File: config.mk
export PLATFORM = sky130hd
export DESIGN_NAME = mips_mc_control
export DESIGN_NICKNAME = d
export VERILOG_FILES = /design/src/rtl/mips_ctrl_pkg.sv /design/src/rtl/mc_ctrl_decode.sv /design/src/rtl/mips_mc_control.sv
export SDC_FILE = /design/constraint.sdc
export NUM_CORES = 1
export LEC_CHECK = 0
export CELL_PAD_IN_SITES_DETAIL_PLACEMENT = 1
export CELL_PAD_IN_SITES_GLOBAL_PLACEMENT = 2
export CORE_UTILIZATION = 19
export CTS_CLUSTER_DIAMETER = 40
export CTS_CLUSTER_SIZE = 20
export DETAILED_ROUTE_END_ITERATION = 12
export PLACE_DENSITY_LB_ADDON = 0.2
export SETUP_SLACK_MARGIN = 0.02
export SYNTH_ARGS = -nofsm -noshare
export SYNTH_HDL_FRONTEND = slang
export SYNTH_SLANG_ARGS = --single-unit
File: constraint.sdc
create_clock -name clk -period 4.2 [get_ports clk]
set_input_delay 0.84 -clock clk [delete_from_list [all_inputs] [get_ports clk]]
set_output_delay 0.84 -clock clk [all_outputs]
set_load 0.02 [all_outputs]
File: src/rtl/mips_ctrl_pkg.sv
// mips_ctrl_pkg
// Shared constants for the multicycle MIPS controller: state encodings,
// supported opcodes, and the encodings driven onto the ALU and PC muxes.
// Also provides a helper that tells whether an opcode is implemented.
package mips_ctrl_pkg;

  // Controller states; State_o exposes these values directly.
  localparam logic [3:0] S_IDLE   = 4'd0;
  localparam logic [3:0] S_FETCH  = 4'd1;
  localparam logic [3:0] S_DECODE = 4'd2;
  localparam logic [3:0] S_MEMADR = 4'd3;
  localparam logic [3:0] S_MEMRD  = 4'd4;
  localparam logic [3:0] S_MEMWB  = 4'd5;
  localparam logic [3:0] S_MEMWR  = 4'd6;
  localparam logic [3:0] S_EXEC   = 4'd7;
  localparam logic [3:0] S_ALUWB  = 4'd8;
  localparam logic [3:0] S_BRANCH = 4'd9;
  localparam logic [3:0] S_ADDIEX = 4'd10;
  localparam logic [3:0] S_ADDIWB = 4'd11;
  localparam logic [3:0] S_JUMP   = 4'd12;

  // Implemented opcodes (instr[31:26]).
  localparam logic [5:0] OP_RTYPE = 6'h00;
  localparam logic [5:0] OP_J     = 6'h02;
  localparam logic [5:0] OP_BEQ   = 6'h04;
  localparam logic [5:0] OP_ADDI  = 6'h08;
  localparam logic [5:0] OP_LW    = 6'h23;
  localparam logic [5:0] OP_SW    = 6'h2B;

  // ALU operation select.
  localparam logic [1:0] ALU_OP_ADD   = 2'b00;
  localparam logic [1:0] ALU_OP_SUB   = 2'b01;
  localparam logic [1:0] ALU_OP_FUNCT = 2'b10;

  // ALU B operand select.
  localparam logic [1:0] SRC_B_REG     = 2'b00;
  localparam logic [1:0] SRC_B_FOUR    = 2'b01;
  localparam logic [1:0] SRC_B_IMM     = 2'b10;
  localparam logic [1:0] SRC_B_IMM_SH2 = 2'b11;

  // PC source select.
  localparam logic [1:0] PC_SRC_ALU    = 2'b00;
  localparam logic [1:0] PC_SRC_ALUOUT = 2'b01;
  localparam logic [1:0] PC_SRC_JUMP   = 2'b10;

  // True when the opcode has a defined execution path through the FSM.
  function automatic logic is_legal_op(input logic [5:0] op);
    return op inside {OP_RTYPE, OP_J, OP_BEQ, OP_ADDI, OP_LW, OP_SW};
  endfunction

endpackage

File: src/rtl/mc_ctrl_decode.sv
// mc_ctrl_decode
// Purely combinational translation of the controller state into datapath
// control strobes. Most outputs depend only on the state; the FETCH loads
// and the MEMWR write strobe are qualified by mem_ready so that each one
// fires once per memory access, however long the access stretches.
// Ports:
//   state       current controller state
//   mem_ready   memory completes its access this cycle
//   opcode      instruction opcode, used only to flag illegal opcodes
//   iord .. reg_write  datapath controls (see mips_mc_control)
//   illegal     unsupported opcode seen in DECODE
module mc_ctrl_decode
  import mips_ctrl_pkg::*;
#(
  parameter int OPW = 6,
  parameter int STW = 4
) (
  input  logic [STW-1:0] state,
  input  logic           mem_ready,
  input  logic [OPW-1:0] opcode,
  output logic           iord,
  output logic           mem_write,
  output logic           ir_write,
  output logic           pc_write,
  output logic           branch,
  output logic [1:0]     pc_src,
  output logic           alu_src_a,
  output logic [1:0]     alu_src_b,
  output logic [1:0]     alu_op,
  output logic           reg_dst,
  output logic           mem_to_reg,
  output logic           reg_write,
  output logic           illegal
);

  // Everything defaults to 0 so IDLE and unused encodings drive a quiet
  // datapath; each state only raises the strobes it needs.
  always_comb begin
    iord       = 1'b0;
    mem_write  = 1'b0;
    ir_write   = 1'b0;
    pc_write   = 1'b0;
    branch     = 1'b0;
    pc_src     = PC_SRC_ALU;
    alu_src_a  = 1'b0;
    alu_src_b  = SRC_B_REG;
    alu_op     = ALU_OP_ADD;
    reg_dst    = 1'b0;
    mem_to_reg = 1'b0;
    reg_write  = 1'b0;
    illegal    = 1'b0;
    case (state)
      STW'(S_FETCH): begin
        alu_src_b = SRC_B_FOUR;
        ir_write  = mem_ready;
        pc_write  = mem_ready;
      end
      STW'(S_DECODE): begin
        alu_src_b = SRC_B_IMM_SH2;
        illegal   = !is_legal_op(6'(opcode));
      end
      STW'(S_MEMADR): begin
        alu_src_a = 1'b1;
        alu_src_b = SRC_B_IMM;
      end
      STW'(S_MEMRD): iord = 1'b1;
      STW'(S_MEMWR): begin
        iord      = 1'b1;
        mem_write = mem_ready;
      end
      STW'(S_MEMWB): begin
        mem_to_reg = 1'b1;
        reg_write  = 1'b1;
      end
      STW'(S_EXEC): begin
        alu_src_a = 1'b1;
        alu_op    = ALU_OP_FUNCT;
      end
      STW'(S_ALUWB): begin
        reg_dst   = 1'b1;
        reg_write = 1'b1;
      end
      STW'(S_BRANCH): begin
        alu_src_a = 1'b1;
        alu_op    = ALU_OP_SUB;
        branch    = 1'b1;
        pc_src    = PC_SRC_ALUOUT;
      end
      STW'(S_ADDIEX): begin
        alu_src_a = 1'b1;
        alu_src_b = SRC_B_IMM;
      end
      STW'(S_ADDIWB): reg_write = 1'b1;
      STW'(S_JUMP): begin
        pc_src   = PC_SRC_JUMP;
        pc_write = 1'b1;
      end
      default: ;
    endcase
  end

endmodule

File: src/rtl/mips_mc_control.sv
// mips_mc_control
// Multicycle MIPS main controller. Holds the state register and next-state
// logic; control strobes come from mc_ctrl_decode.
// Ports:
//   clk, reset        rising-edge clock, synchronous active-high reset
//   Opcode_i          opcode from the instruction register
//   Mem_Ready_i       memory finishes the current access this cycle
//   IorD_o .. Reg_Write_o  datapath mux selects and write strobes
//   Illegal_o         one-cycle flag for an unsupported opcode
//   State_o           current state for debug
module mips_mc_control
  import mips_ctrl_pkg::*;
#(
  parameter int OPW = 6,
  parameter int STW = 4
) (
  input  logic           clk,
  input  logic           reset,
  input  logic [OPW-1:0] Opcode_i,
  input  logic           Mem_Ready_i,
  output logic           IorD_o,
  output logic           Mem_Write_o,
  output logic           IR_Write_o,
  output logic           PC_Write_o,
  output logic           Branch_o,
  output logic [1:0]     PC_Src_o,
  output logic           ALU_Src_A_o,
  output logic [1:0]     ALU_Src_B_o,
  output logic [1:0]     ALU_Op_o,
  output logic           Reg_Dst_o,
  output logic           Mem_to_Reg_o,
  output logic           Reg_Write_o,
  output logic           Illegal_o,
  output logic [STW-1:0] State_o
);

  logic [STW-1:0] state_q;
  logic [STW-1:0] state_d;
  logic [5:0]     op;

  assign op = 6'(Opcode_i);

  // Reset wins over everything, so an in-flight instruction is dropped
  // immediately, even while a memory access is being stretched.
  always_ff @(posedge clk) begin
    if (reset) state_q <= STW'(S_IDLE);
    else       state_q <= state_d;
  end

  // Next-state logic. Memory states hold until ready; the opcode is only
  // looked at in DECODE and MEMADR. Unused encodings fall back to IDLE.
  always_comb begin
    state_d = STW'(S_IDLE);
    case (state_q)
      STW'(S_IDLE):   state_d = STW'(S_FETCH);
      STW'(S_FETCH):  state_d = Mem_Ready_i ? STW'(S_DECODE) : STW'(S_FETCH);
      STW'(S_DECODE): begin
        case (op)
          OP_LW, OP_SW: state_d = STW'(S_MEMADR);
          OP_RTYPE:     state_d = STW'(S_EXEC);
          OP_BEQ:       state_d = STW'(S_BRANCH);
          OP_ADDI:      state_d = STW'(S_ADDIEX);
          OP_J:         state_d = STW'(S_JUMP);
          default:      state_d = STW'(S_FETCH);
        endcase
      end
      STW'(S_MEMADR): state_d = (op == OP_LW) ? STW'(S_MEMRD) : STW'(S_MEMWR);
      STW'(S_MEMRD):  state_d = Mem_Ready_i ? STW'(S_MEMWB) : STW'(S_MEMRD);
      STW'(S_MEMWR):  state_d = Mem_Ready_i ? STW'(S_FETCH) : STW'(S_MEMWR);
      STW'(S_EXEC):   state_d = STW'(S_ALUWB);
      STW'(S_ADDIEX): state_d = STW'(S_ADDIWB);
      STW'(S_MEMWB), STW'(S_ALUWB), STW'(S_ADDIWB),
      STW'(S_BRANCH), STW'(S_JUMP): state_d = STW'(S_FETCH);
      default:        state_d = STW'(S_IDLE);
    endcase
  end

  assign State_o = state_q;

  mc_ctrl_decode #(.OPW(OPW), .STW(STW)) u_decode (
    .state      (state_q),
    .mem_ready  (Mem_Ready_i),
    .opcode     (Opcode_i),
    .iord       (IorD_o),
    .mem_write  (Mem_Write_o),
    .ir_write   (IR_Write_o),
    .pc_write   (PC_Write_o),
    .branch     (Branch_o),
    .pc_src     (PC_Src_o),
    .alu_src_a  (ALU_Src_A_o),
    .alu_src_b  (ALU_Src_B_o),
    .alu_op     (ALU_Op_o),
    .reg_dst    (Reg_Dst_o),
    .mem_to_reg (Mem_to_Reg_o),
    .reg_write  (Reg_Write_o),
    .illegal    (Illegal_o)
  );

endmodule

# Yosys cells after proc, flatten, opt, wreduce, memory -nomap -nowiden
# Cells that the tools add are included.
[word_totals] wordCells=47 register_bits=4 in_bits=9
[op_classes] reduce_logical=10 mux=19 n_eq_ne=17
[ops] cell="$pmux W4 S8" count=1
[ops] cell="$eq A4 B4 Y1 const B" count=5
[ops] cell="$pmux W4 S5" count=1
[ops] cell="$eq A4 B3 Y1 const B" count=4
[ops] cell="$eq A6 B6 Y1 const B" count=2
[ops] cell="$mux W1" count=10
[ops] cell="$eq A4 B2 Y1 const B" count=2
[ops] cell="$pmux W2 S2" count=2
[ops] cell="$eq A6 B2 Y1 const B" count=1
[ops] cell="$eq A6 B3 Y1 const B" count=1
[ops] cell="$eq A6 B4 Y1 const B" count=1
[ops] cell="$logic_not A6 Y1" count=1
[ops] cell="$pmux W2 S3" count=1
[ops] cell="$reduce_bool A6 Y1" count=1
[ops] cell="$reduce_or A2 Y1" count=3
[ops] cell="$reduce_or A6 Y1" count=1
[ops] cell="$eq A4 B1 Y1 const B" count=1
[ops] cell="$logic_not A4 Y1" count=1
[ops] cell="$mux W2" count=2
[ops] cell="$reduce_or A4 Y1" count=1
[ops] cell="$mux W3" count=1
[ops] cell="$reduce_or A3 Y1" count=1
[ops] cell="$pmux W1 S2" count=1
[ops] cell="$logic_not A1 Y1" count=1

# Depth between registers and ports, before layout
# Gate-level depths: netlist (run 1).
[logic_depth] depth_word=4 mapped_depth=5 ltp_nobuf=4

# Cells and area by module
# Synthesis (run 1) repeated with hierarchy kept, for this count alone.
[unflattened] cells_unflattened=79 hier_area_um2=565.5
[modules_own_cells] mod="mips_mc_control" seq_area_each_um2=80.1 area_per_inst_um2=384.1 cells_per_inst=47 instances=1
[modules_own_cells] mod="mc_ctrl_decode" seq_area_each_um2=0.0 area_per_inst_um2=181.4 cells_per_inst=32 instances=1

# Worst setup path before layout (run 1)
# Ideal clock, no wire load.
[synth_timing] path_type="register to output" from="register state_q[2] (netlist: State_o[2])" to="output PC_Write_o" slack_ns=1.782 n_path_buf=1 arrival_ns=1.578 stages_incl_launch_ff=5 cell_sequence="dfxtp_1 -> clkbuf_1 -> nand2_1 -> nor3_1 -> or2_2"
[synth_via] elab_chain_len=2 elab_cells_between_ends=3 classes_between="eq/ne: 2; mux: 1"
[synth_rtl] item="from (decl)" line="mips_mc_control.sv:37" source="logic [STW-1:0] state_q;"
[synth_rtl] item="from (signal assigned)" line="mips_mc_control.sv:46" source="if (reset) state_q <= STW'(S_IDLE);"
[synth_rtl] item="from (signal assigned)" line="mips_mc_control.sv:47" source="else state_q <= state_d;"
[synth_rtl] item="$eq A4 B4 Y1 or $eq A4 B1 Y1 (tied branches)" line="mc_ctrl_decode.sv:52" source="case (state)"
[synth_rtl] item="$pmux W1 S2 (*)" line="mc_ctrl_decode.sv:52"
[synth_rtl] item="to (decl)" line="mips_mc_control.sv:24" source="output logic PC_Write_o,"
# Every way passes the cells marked *; elsewhere a longest branch is shown, timed or not.

# Worst setup path after layout (run 1)
[layout_timing] from="input Opcode_i[2]" to="output Illegal_o"
[layout_via] elab_chain_len=4 elab_cells_between_ends=9 classes_between="eq/ne: 5; mux: 1; reduce/logical: 3"
[layout_rtl] item="from (decl)" line="mips_mc_control.sv:19" source="input logic [OPW-1:0] Opcode_i,"
[layout_rtl] item="$eq A6 B2 Y1 (tied with other cells)" line="mips_ctrl_pkg.sv:48" source="return op inside {OP_RTYPE, OP_J, OP_BEQ, OP_ADDI, OP_LW, OP_SW};"
[layout_rtl] item="$reduce_bool A6 Y1 (*)" line="mips_ctrl_pkg.sv:48"
[layout_rtl] item="$logic_not A1 Y1 (*)" line="mc_ctrl_decode.sv:60" source="illegal = !is_legal_op(6'(opcode));"
[layout_rtl] item="$mux W1 (*)" line="mc_ctrl_decode.sv:52"
[layout_rtl] item="to (decl)" line="mips_mc_control.sv:33" source="output logic Illegal_o,"
# Marks and branches as above.

==> summary.md, run 1 <==
| Metric | Value |
|---|---|
| Run status | `finished clean` |
| Number of max-cap violations | `0` |
| Sequential cell area | `approximately 80 sq um` |
| Post-DP HPWL | `roughly 1.2 mm` |
| Final standard cell count with taps included and fillers excluded | `129` |
| Remaining routing DRC violations | `0` |
| Max stage delay on crit path | `approximately 600 ps` |
| Port-buffer cells | `28` |
| Hold wc startpoint | `State_o[1]` |
| Inserted Diodes | `0` |
| Met2 Usage GRT | `between 20 and 25%` |
| Fillcell total | `328` |
| Highest achievable clock rate | `between 200 and 300 MHz` |
| Number of global-route vias before repair | `550` |
| Post-Syn Area per Cell | `roughly 6.7 sq um` |
| Mean number of vias per cell | `~4.7` |
| Floorplan die area | `approximately 2800 sq um` |
| Sequential-to-total area share from yosys stat | `approximately 16%` |
| Top area cells in the synthesized netlist | `sky130_fd_sc_hd__dfxtp_1, sky130_fd_sc_hd__nor2_1, sky130_fd_sc_hd__a21oi_1` |
| Cell count after synthesis | `between 70 and 80` |
| VDD IR-drop max | `0.0650 mV` |
| Distinct cell type count after synthesis | `30` |
| # Post-CTS Setup Buffers | `0` |
| Post-Synthesis Cell Area | `495 sq um` |
| Max FFs per register | `4` |
| Number of antenna violations at the first check in global routing | `0` |
| Wire length of the first global-routing pass | `between 2 and 2.5 mm` |
| Category of cells accounting for the largest share of critical-path delay | `buffers and inverters` |
| Area added between synthesis and finish | `61.1%` |
| Met3 layer usage reported by global route | `between 2 and 2.5%` |
| Last weighted congestion value of the routability-driven placer | `approximately 0.69` |
| Most Used Layer, Global Route | `met2` |
| Required time of the critical path | `3360 ps` |
| Synth Register Bits | `4` |
| Startpoint of the most critical setup path | `Opcode_i[2]` |
| Number of detailed-routing iterations run before antenna repair | `2` |
| Crit Reg-Reg Startpoint | `State_o[1]` |
| Leading cell type in the layout, fill and taps excluded | `sky130_fd_sc_hd__clkdlybuf4s50_1` |
| Post-route worst hold slack | `about 700 ps` |
| Total congestion overflow after global routing | `0` |
| Drt first-iter violations | `2` |
| Most frequent cells in the layout | `sky130_fd_sc_hd__clkdlybuf4s50_1, sky130_fd_sc_hd__nor2_1, sky130_fd_sc_hd__nand2_1, sky130_fd_sc_hd__a21oi_1, sky130_fd_sc_hd__o21ai_0` |
| Final worst-path cycle share | `slightly below 80%` |
| Reported leakage power | `0.281 nW` |
| CP Launch Type | `input port` |
| Worst hold path class | `reg2reg` |
| Row count | `18` |
| Transition at the pin with the smallest max-transition slack | `around 570 ps` |
| TritonCTS buffer count | `3` |
| Worst Clk Skew | `1.86 ps` |
| Number of cells in the design after placement | `~130` |
| Routed length per instance | `between 10 and 15 um` |
| Met1 track demand over resource in global routing | `13.9%` |
| Root Buffer Master | `sky130_fd_sc_hd__clkbuf_4` |
| Number of synthesis warnings | `0` |
| Clock Latency Late Sink | `around 240 ps` |
| RSZ-0062 raised after global routing | `false` |
| CP arrival | `between 2000 and 3000 ps` |
| Initial Utilization | `around a fifth` |
| DIE WIDTH | `between 50 and 60 um` |
| Routed vias | `about 600` |
| Post-detailed-routing wire length | `between 1.5 and 2 mm` |
| Max Buffers Root-to-Sink | `2` |
| Maximum fanout encountered on the critical timing path | `6` |
| Sink Count | `4` |
| Die span in y | `around 53 um` |
| CP endpoint kind | `output port` |
| Worst setup path category | `in2out` |
| Number of H-tree branching levels | `1` |
| Post-DRT Antenna Nets | `0` |
| Total count of hold-check failures in the final report | `0` |
| I/O pin total | `29` |
| Minimum clock period after layout | `3340 ps` |
| Final Net Count | `between 100 and 150` |
| Clock-pin slew on the worst setup and hold paths | `approximately 40 ps` |
| Fraction of final layout cells sized beyond drive strength 1 | `~7%` |
| Area of the multi-input gates | `around 370 sq um` |
| Power per unit of standard cell area | `between 150 and 200 nW/um^2` |
| Post-cts resize count | `0` |
| Worst slew slack as a fraction of its limit | `roughly three fifths` |
| Net count of the mapped netlist | `83` |
| Total GRT Usage | `roughly an eighth` |
| Fraction of post-synthesis cell area in the top cell type by area | `around 16%` |
| Cell taking the most area after synthesis | `sky130_fd_sc_hd__dfxtp_1` |
| Final setup fails | `0` |
| Core area | `around 2500 sq um` |
| Summed negative setup slack over all endpoints | `0 ps` |
| Worst-path cell chain | `clkdlybuf4s50_1 > a21oi_1 > o21ai_0 > o21ai_0 > a21oi_1 > clkdlybuf4s50_1` |
| CTS Hold Buffers Added | `0` |
| Max-slew violation count | `0` |
| Worst-path cell with the longest stage delay | `sky130_fd_sc_hd__clkdlybuf4s50_1` |
| Pin count of the biggest net entering global routing | `18` |
| CP Buf/Inv Count | `2` |
| CTS tree | `yes` |
logic make-up after synthesis:
family          synth area share (%)
simple gates                    46.5
compound gates                  22.7
buf+inv                         9.09
flops                           16.2
xor+xnor                        3.54
mux                             2.02
worst register-to-register path, cell delays in order, from the launching register on:
cell and delay (ps):
sky130_fd_sc_hd__dfxtp_1 640, sky130_fd_sc_hd__or4b_4 560, sky130_fd_sc_hd__nor4_4 170, sky130_fd_sc_hd__o211ai_1 140
sky130_fd_sc_hd__a21oi_1 130
layer usage:
metal | share of wire, % | routed length [um] | vias to the layer above
met3 | 4.6 | 74 | 4
li1 | - | - | 313
met5 | 0 | 0 | -
met4 | 1.8 | 29 | 0
met2 | 49 | 795 | 21
met1 | 44 | 711 | 270
metrics by stage:
stage               utilization, %  worst slack [ps]  power (mW)  area, sq um
floorplan                        -              1780      0.0722          495
global placement              31.3               868      0.0998          776
detailed placement            31.3               839       0.100          776
CTS                           32.2               826       0.151          798
global route                  32.2               728       0.160          798
finish                        32.2               860       0.148          798
where the power goes:
group,switching (mW),total (mW),internal (mW)
Combinational,0.0259,0.0520,0.0262
Sequential,0.00701,0.0469,0.0399
Clock,0.0170,0.0490,0.0320
synth_stat cells:
master / n
sky130_fd_sc_hd__nor2_1: 13
sky130_fd_sc_hd__a21oi_1: 6
sky130_fd_sc_hd__nand2_1: 6
sky130_fd_sc_hd__o21ai_0: 5
sky130_fd_sc_hd__dfxtp_1: 4
sky130_fd_sc_hd__nand2b_1: 4
sky130_fd_sc_hd__clkbuf_1: 3
sky130_fd_sc_hd__nor2b_1: 3
sky130_fd_sc_hd__nor3_1: 3
sky130_fd_sc_hd__a31oi_1: 2
sky130_fd_sc_hd__buf_4: 2
sky130_fd_sc_hd__inv_1: 2
sky130_fd_sc_hd__nand4b_1: 2
sky130_fd_sc_hd__o22ai_1: 2
sky130_fd_sc_hd__xor2_1: 2
sky130_fd_sc_hd__a2bb2oi_1: 1
sky130_fd_sc_hd__and3_1: 1
sky130_fd_sc_hd__and3b_1: 1
sky130_fd_sc_hd__buf_6: 1
sky130_fd_sc_hd__mux2i_1: 1
sky130_fd_sc_hd__nand3_1: 1
sky130_fd_sc_hd__nand4_1: 1
sky130_fd_sc_hd__nor4_4: 1
sky130_fd_sc_hd__o2111ai_1: 1
sky130_fd_sc_hd__o211ai_1: 1
sky130_fd_sc_hd__o21bai_1: 1
sky130_fd_sc_hd__or2_2: 1
sky130_fd_sc_hd__or3_1: 1
sky130_fd_sc_hd__or3b_2: 1
sky130_fd_sc_hd__or4b_4: 1
worst paths after layout:
check,end,slack (ps),cells after the start
worst max-delay path,Illegal_o,860,6
worst min-delay path,State_o[3],690,2
worst max register to register,State_o[3],2500,4
worst min register to register,State_o[3],690,2
final cells by class:
cell class,instances,share of cell area (%)
Multi-Input combinational cell,62,46.4
Tap cell,30,4.70
Clock buffer,3,2.82
Timing Repair Buffer,28,35.1
Sequential cell,4,10.0
Inverter,2,0.940
No activity file was read; power rests on OpenSTA's default activity.
==> run 2: changes to the inputs <==
--- a/config.mk
+++ b/config.mk
@@ -7,7 +7,7 @@
 export LEC_CHECK = 0
 export CELL_PAD_IN_SITES_DETAIL_PLACEMENT = 1
 export CELL_PAD_IN_SITES_GLOBAL_PLACEMENT = 2
-export CORE_UTILIZATION = 19
+export CORE_UTILIZATION = 17
 export CTS_CLUSTER_DIAMETER = 40
 export CTS_CLUSTER_SIZE = 20
 export DETAILED_ROUTE_END_ITERATION = 12
==> constraint.sdc (replaced) <==
create_clock -name clk -period 3.5 [get_ports clk]
set_input_delay 0.7 -clock clk [delete_from_list [all_inputs] [get_ports clk]]
set_output_delay 0.7 -clock clk [all_outputs]
set_load 0.02 [all_outputs]
==> run 2 against run 1 <==
Compared with the run above: critical path depth stayed put; core utilization is 3.0 points lower; wire length is 6.0% higher; clock-buffer cell count stayed put; sequential share of layout area is 0.11 points lower; register-to-register slack worse by 640 ps; first-iteration DRC count grew to 3.0 times the previous value; non-clock buffer count is 1 higher; total power is 21% higher; highest routed layer unchanged.
==> summary.md, run 2 (synthesized netlist as in run 1, its figures left out) <==
| Metric | Value |
|---|---|
| Power per unit of standard cell area | `221 nW/um^2 (+19%)` |
| Minimum clock period after layout | `roughly 3100 ps` |
| Max-slew violation count | `0 (unchanged)` |
| Routed vias | `638 (+4.9%)` |
| Row count | `19 (+1)` |
| CP Launch Type | `input port` |
| Area post-placement | `785 sq um (+1.1%)` |
| Reported leakage power | `0.287 nW (+1.9%)` |
| Worst hold path class | `reg2reg` |
| CP arrival | `2430 ps (-70 ps)` |
| Total count of hold-check failures in the final report | `0 (unchanged)` |
| TritonCTS buffer count | `3 (unchanged)` |
| Flop pwr share | `30.5% (-1.2 points)` |
| Die span in y | `56.0 um (+5.5%)` |
| Final Net Count | `111 (+0.91%)` |
| Final standard cell count with taps included and fillers excluded | `131 (+1.6%)` |
| Required time of the critical path | `2800 ps (-560 ps)` |
| Max Buffers Root-to-Sink | `2 (unchanged)` |
| Number of max-cap violations | `0 (unchanged)` |
| Highest achievable clock rate | `about 320 MHz` |
| Number of cells in the design after placement | `128 (+1.6%)` |
| Initial Utilization | `18.0% (-2.0 points)` |
| Clock power frac | `33.0% (about the same)` |
| Worst Clk Skew | `4.34 ps (+2.48 ps)` |
| Worst R2R End | `State_o[3]` |
| Crit Reg-Reg Startpoint | `State_o[0]` |
| Fin area | `807 sq um (+1.1%)` |
| Wire length of the first global-routing pass | `2.86 mm (+18%)` |
| Core area | `2760 sq um (+11%)` |
| Switching Share | `33.6% (-0.045 points)` |
| Mean number of vias per cell | `4.87 (+3.3%)` |
| Worst slew slack as a fraction of its limit | `63.7% (+1.8 points)` |
| Inserted Diodes | `0 (unchanged)` |
| Transition at the pin with the smallest max-transition slack | `544 ps (-27.5 ps)` |
| CTS Hold Buffers Added | `0 (unchanged)` |
| Run status | `finished clean` |
| Area added between synthesis and finish | `62.9%` |
| Root Buffer Master | `sky130_fd_sc_hd__clkbuf_4` |
| Post-detailed-routing wire length | `1.71 mm (+6.0%)` |
| Hold Path Sink | `State_o[0]` |
| R2R depth | `4 (unchanged)` |
| Fraction of final layout cells sized beyond drive strength 1 | `8.00% (+0.93 points)` |
| Maximum fanout encountered on the critical timing path | `6 (unchanged)` |
| Worst-path cell with the longest stage delay | `sky130_fd_sc_hd__clkdlybuf4s50_1` |
| Hold wc startpoint | `State_o[3]` |
| Worst reg2reg setup slack | `1860 ps (-640 ps)` |
| Fillcell total | `347 (+5.8%)` |
| Pin count of the biggest net entering global routing | `18 (unchanged)` |
| Number of H-tree branching levels | `1 (unchanged)` |
| Most frequent cells in the layout | `sky130_fd_sc_hd__clkdlybuf4s50_1, sky130_fd_sc_hd__nor2_1, sky130_fd_sc_hd__nand2_1, sky130_fd_sc_hd__a21oi_1, sky130_fd_sc_hd__o21ai_0` |
| Summed negative setup slack over all endpoints | `0 ps (unchanged)` |
| # Post-CTS Setup Buffers | `0 (unchanged)` |
| Number of antenna violations at the first check in global routing | `0 (unchanged)` |
| Number of detailed-routing iterations run before antenna repair | `3 (+1)` |
| RSZ-0062 raised after global routing | `false` |
| Combinational share of power | `36.5% (+1.3 points)` |
| Worst-path cell chain | `clkdlybuf4s50_1 > nor2_1 > o21ai_0 > o21ai_0 > a21oi_1 > clkdlybuf4s50_1` |
| Switch Pwr | `60.1 uW (+21%)` |
| Tot Pwr | `179 uW (+21%)` |
| Worst Setup Slack post-DPL | `396 ps (-443 ps)` |
| Routed length per instance | `13.0 um (+4.3%)` |
| Final worst-path cycle share | `between 80% and 90%` |
| Final setup fails | `0 (unchanged)` |
| Number of global-route vias before repair | `594 (+8.0%)` |
| Post-cts resize count | `0 (unchanged)` |
| Worst setup path category | `in2out` |
| Cell count of the worst hold path | `2 (unchanged)` |
| Clock-pin slew on the worst setup and hold paths | `40 ps (about the same)` |
| DIE WIDTH | `56.0 um (+5.5%)` |
| VDD IR-drop max | `0.0799 mV (+23%)` |
| Internal Dissipation | `118 uW (+21%)` |
| Clock Latency Late Sink | `240 ps (about the same)` |
| Post-DP HPWL | `1.29 mm (+6.1%)` |
| CTS tree | `yes` |
| Drt first-iter violations | `6 (+4)` |
| Max stage delay on crit path | `620 ps (about the same)` |
| Port-buffer cells | `28 (unchanged)` |
| Last weighted congestion value of the routability-driven placer | `0.727 (+5.4%)` |
| Total GRT Usage | `11.7% (-0.40 points)` |
| CP endpoint kind | `output port` |
| Leading cell type in the layout, fill and taps excluded | `sky130_fd_sc_hd__clkdlybuf4s50_1` |
| Post-DRT Antenna Nets | `0 (unchanged)` |
| Total congestion overflow after global routing | `0 (unchanged)` |
| Remaining routing DRC violations | `0 (unchanged)` |
| Crit path setup slack, layout | `374 ps (-486 ps)` |
| Sink Count | `4 (unchanged)` |
| I/O pin total | `29 (unchanged)` |
| Floorplan die area | `3130 sq um (+11%)` |
| Max FFs per register | `4 (unchanged)` |
-- run 2: cell count changes in the layout (fill, tap and decap cells not counted) --
| cell | before | now |
|---|---|---|
| sky130_fd_sc_hd__buf_4 | 0 | 1 |
-- run 2: final cells by class --
| cell class | instances | area (sq um) | area share (%) |
|---|---|---|---|
| inverters | 2 | 7.51 | 0.930 |
| repair buffers | 29 | 288 | 35.7 |
| flip-flops and latches | 4 | 80.1 | 9.92 |
| clock buffers | 3 | 22.5 | 2.79 |
| well taps | 31 | 38.8 | 4.81 |
| multi-input cells | 62 | 370 | 45.9 |
-- run 2: power by group through the flow --
stage,logic [mW],registers (mW),clock network [mW]
final,0.0652,0.0544,0.0589
after global routing,0.0716,0.0554,0.0650
after CTS,0.0659,0.0545,0.0622
after detailed placement,0.0655,0.0552,0
after global placement,0.0654,0.0556,0
after floorplan,0.0333,0.0534,0
-- run 2: stage by stage --
| stage | utilization (%) | hold slack, ps |
|---|---|---|
| 2_1_floorplan | - | 729 |
| 3_3_place_gp | 28.4 | 717 |
| 3_5_place_dp | 28.4 | 711 |
| 4_1_cts | 29.3 | 718 |
| 5_1_grt | 29.3 | 759 |
| 6_report | 29.3 | 708 |
-- run 2: worst max-delay path by stage --
stage,startpoint,slack [ps],cells after the start,endpoint
global route,Opcode_i[3],220,6,Illegal_o
floorplan,State_o[2],1220,4,PC_Write_o
finish,Opcode_i[2],370,6,Illegal_o
detailed placement,Opcode_i[3],400,6,Illegal_o
global placement,Opcode_i[2],440,6,Illegal_o
CTS,Opcode_i[3],370,6,Illegal_o
-- run 2: critical path, delay by kind of cell --
kind / cells / cell delay [ps]
AO/OA/AOI/OAI: 3 / 410
buffers and inverters: 2 / 1200
AND/OR/NAND/NOR: 1 / 110
-- run 2: metal layers --
metal / global-route usage, % / vias to the layer above / wire (um)
li1: - / 316 / -
met1: 14.6 / 307 / 792
met2: 19.0 / 13 / 840
met3: 1.86 / 2 / 62
met4: 6.27 / 0 / 12
met5: 0 / - / 0
==> run 3: changes to the inputs <==
--- a/config.mk
+++ b/config.mk
@@ -5,6 +5,7 @@
 export SDC_FILE = /design/constraint.sdc
 export NUM_CORES = 1
 export LEC_CHECK = 0
+export ABC_CLOCK_PERIOD_IN_PS = 3500
 export CELL_PAD_IN_SITES_DETAIL_PLACEMENT = 1
 export CELL_PAD_IN_SITES_GLOBAL_PLACEMENT = 2
 export CORE_UTILIZATION = 17
@@ -13,6 +14,7 @@
 export DETAILED_ROUTE_END_ITERATION = 12
 export PLACE_DENSITY_LB_ADDON = 0.2
 export SETUP_SLACK_MARGIN = 0.02
+export SLEW_MARGIN = 20
 export SYNTH_ARGS = -nofsm -noshare
 export SYNTH_HDL_FRONTEND = slang
 export SYNTH_SLANG_ARGS = --single-unit
==> results of run 3 <==
Final layout, timing and power as in run 2 (identical DEF).
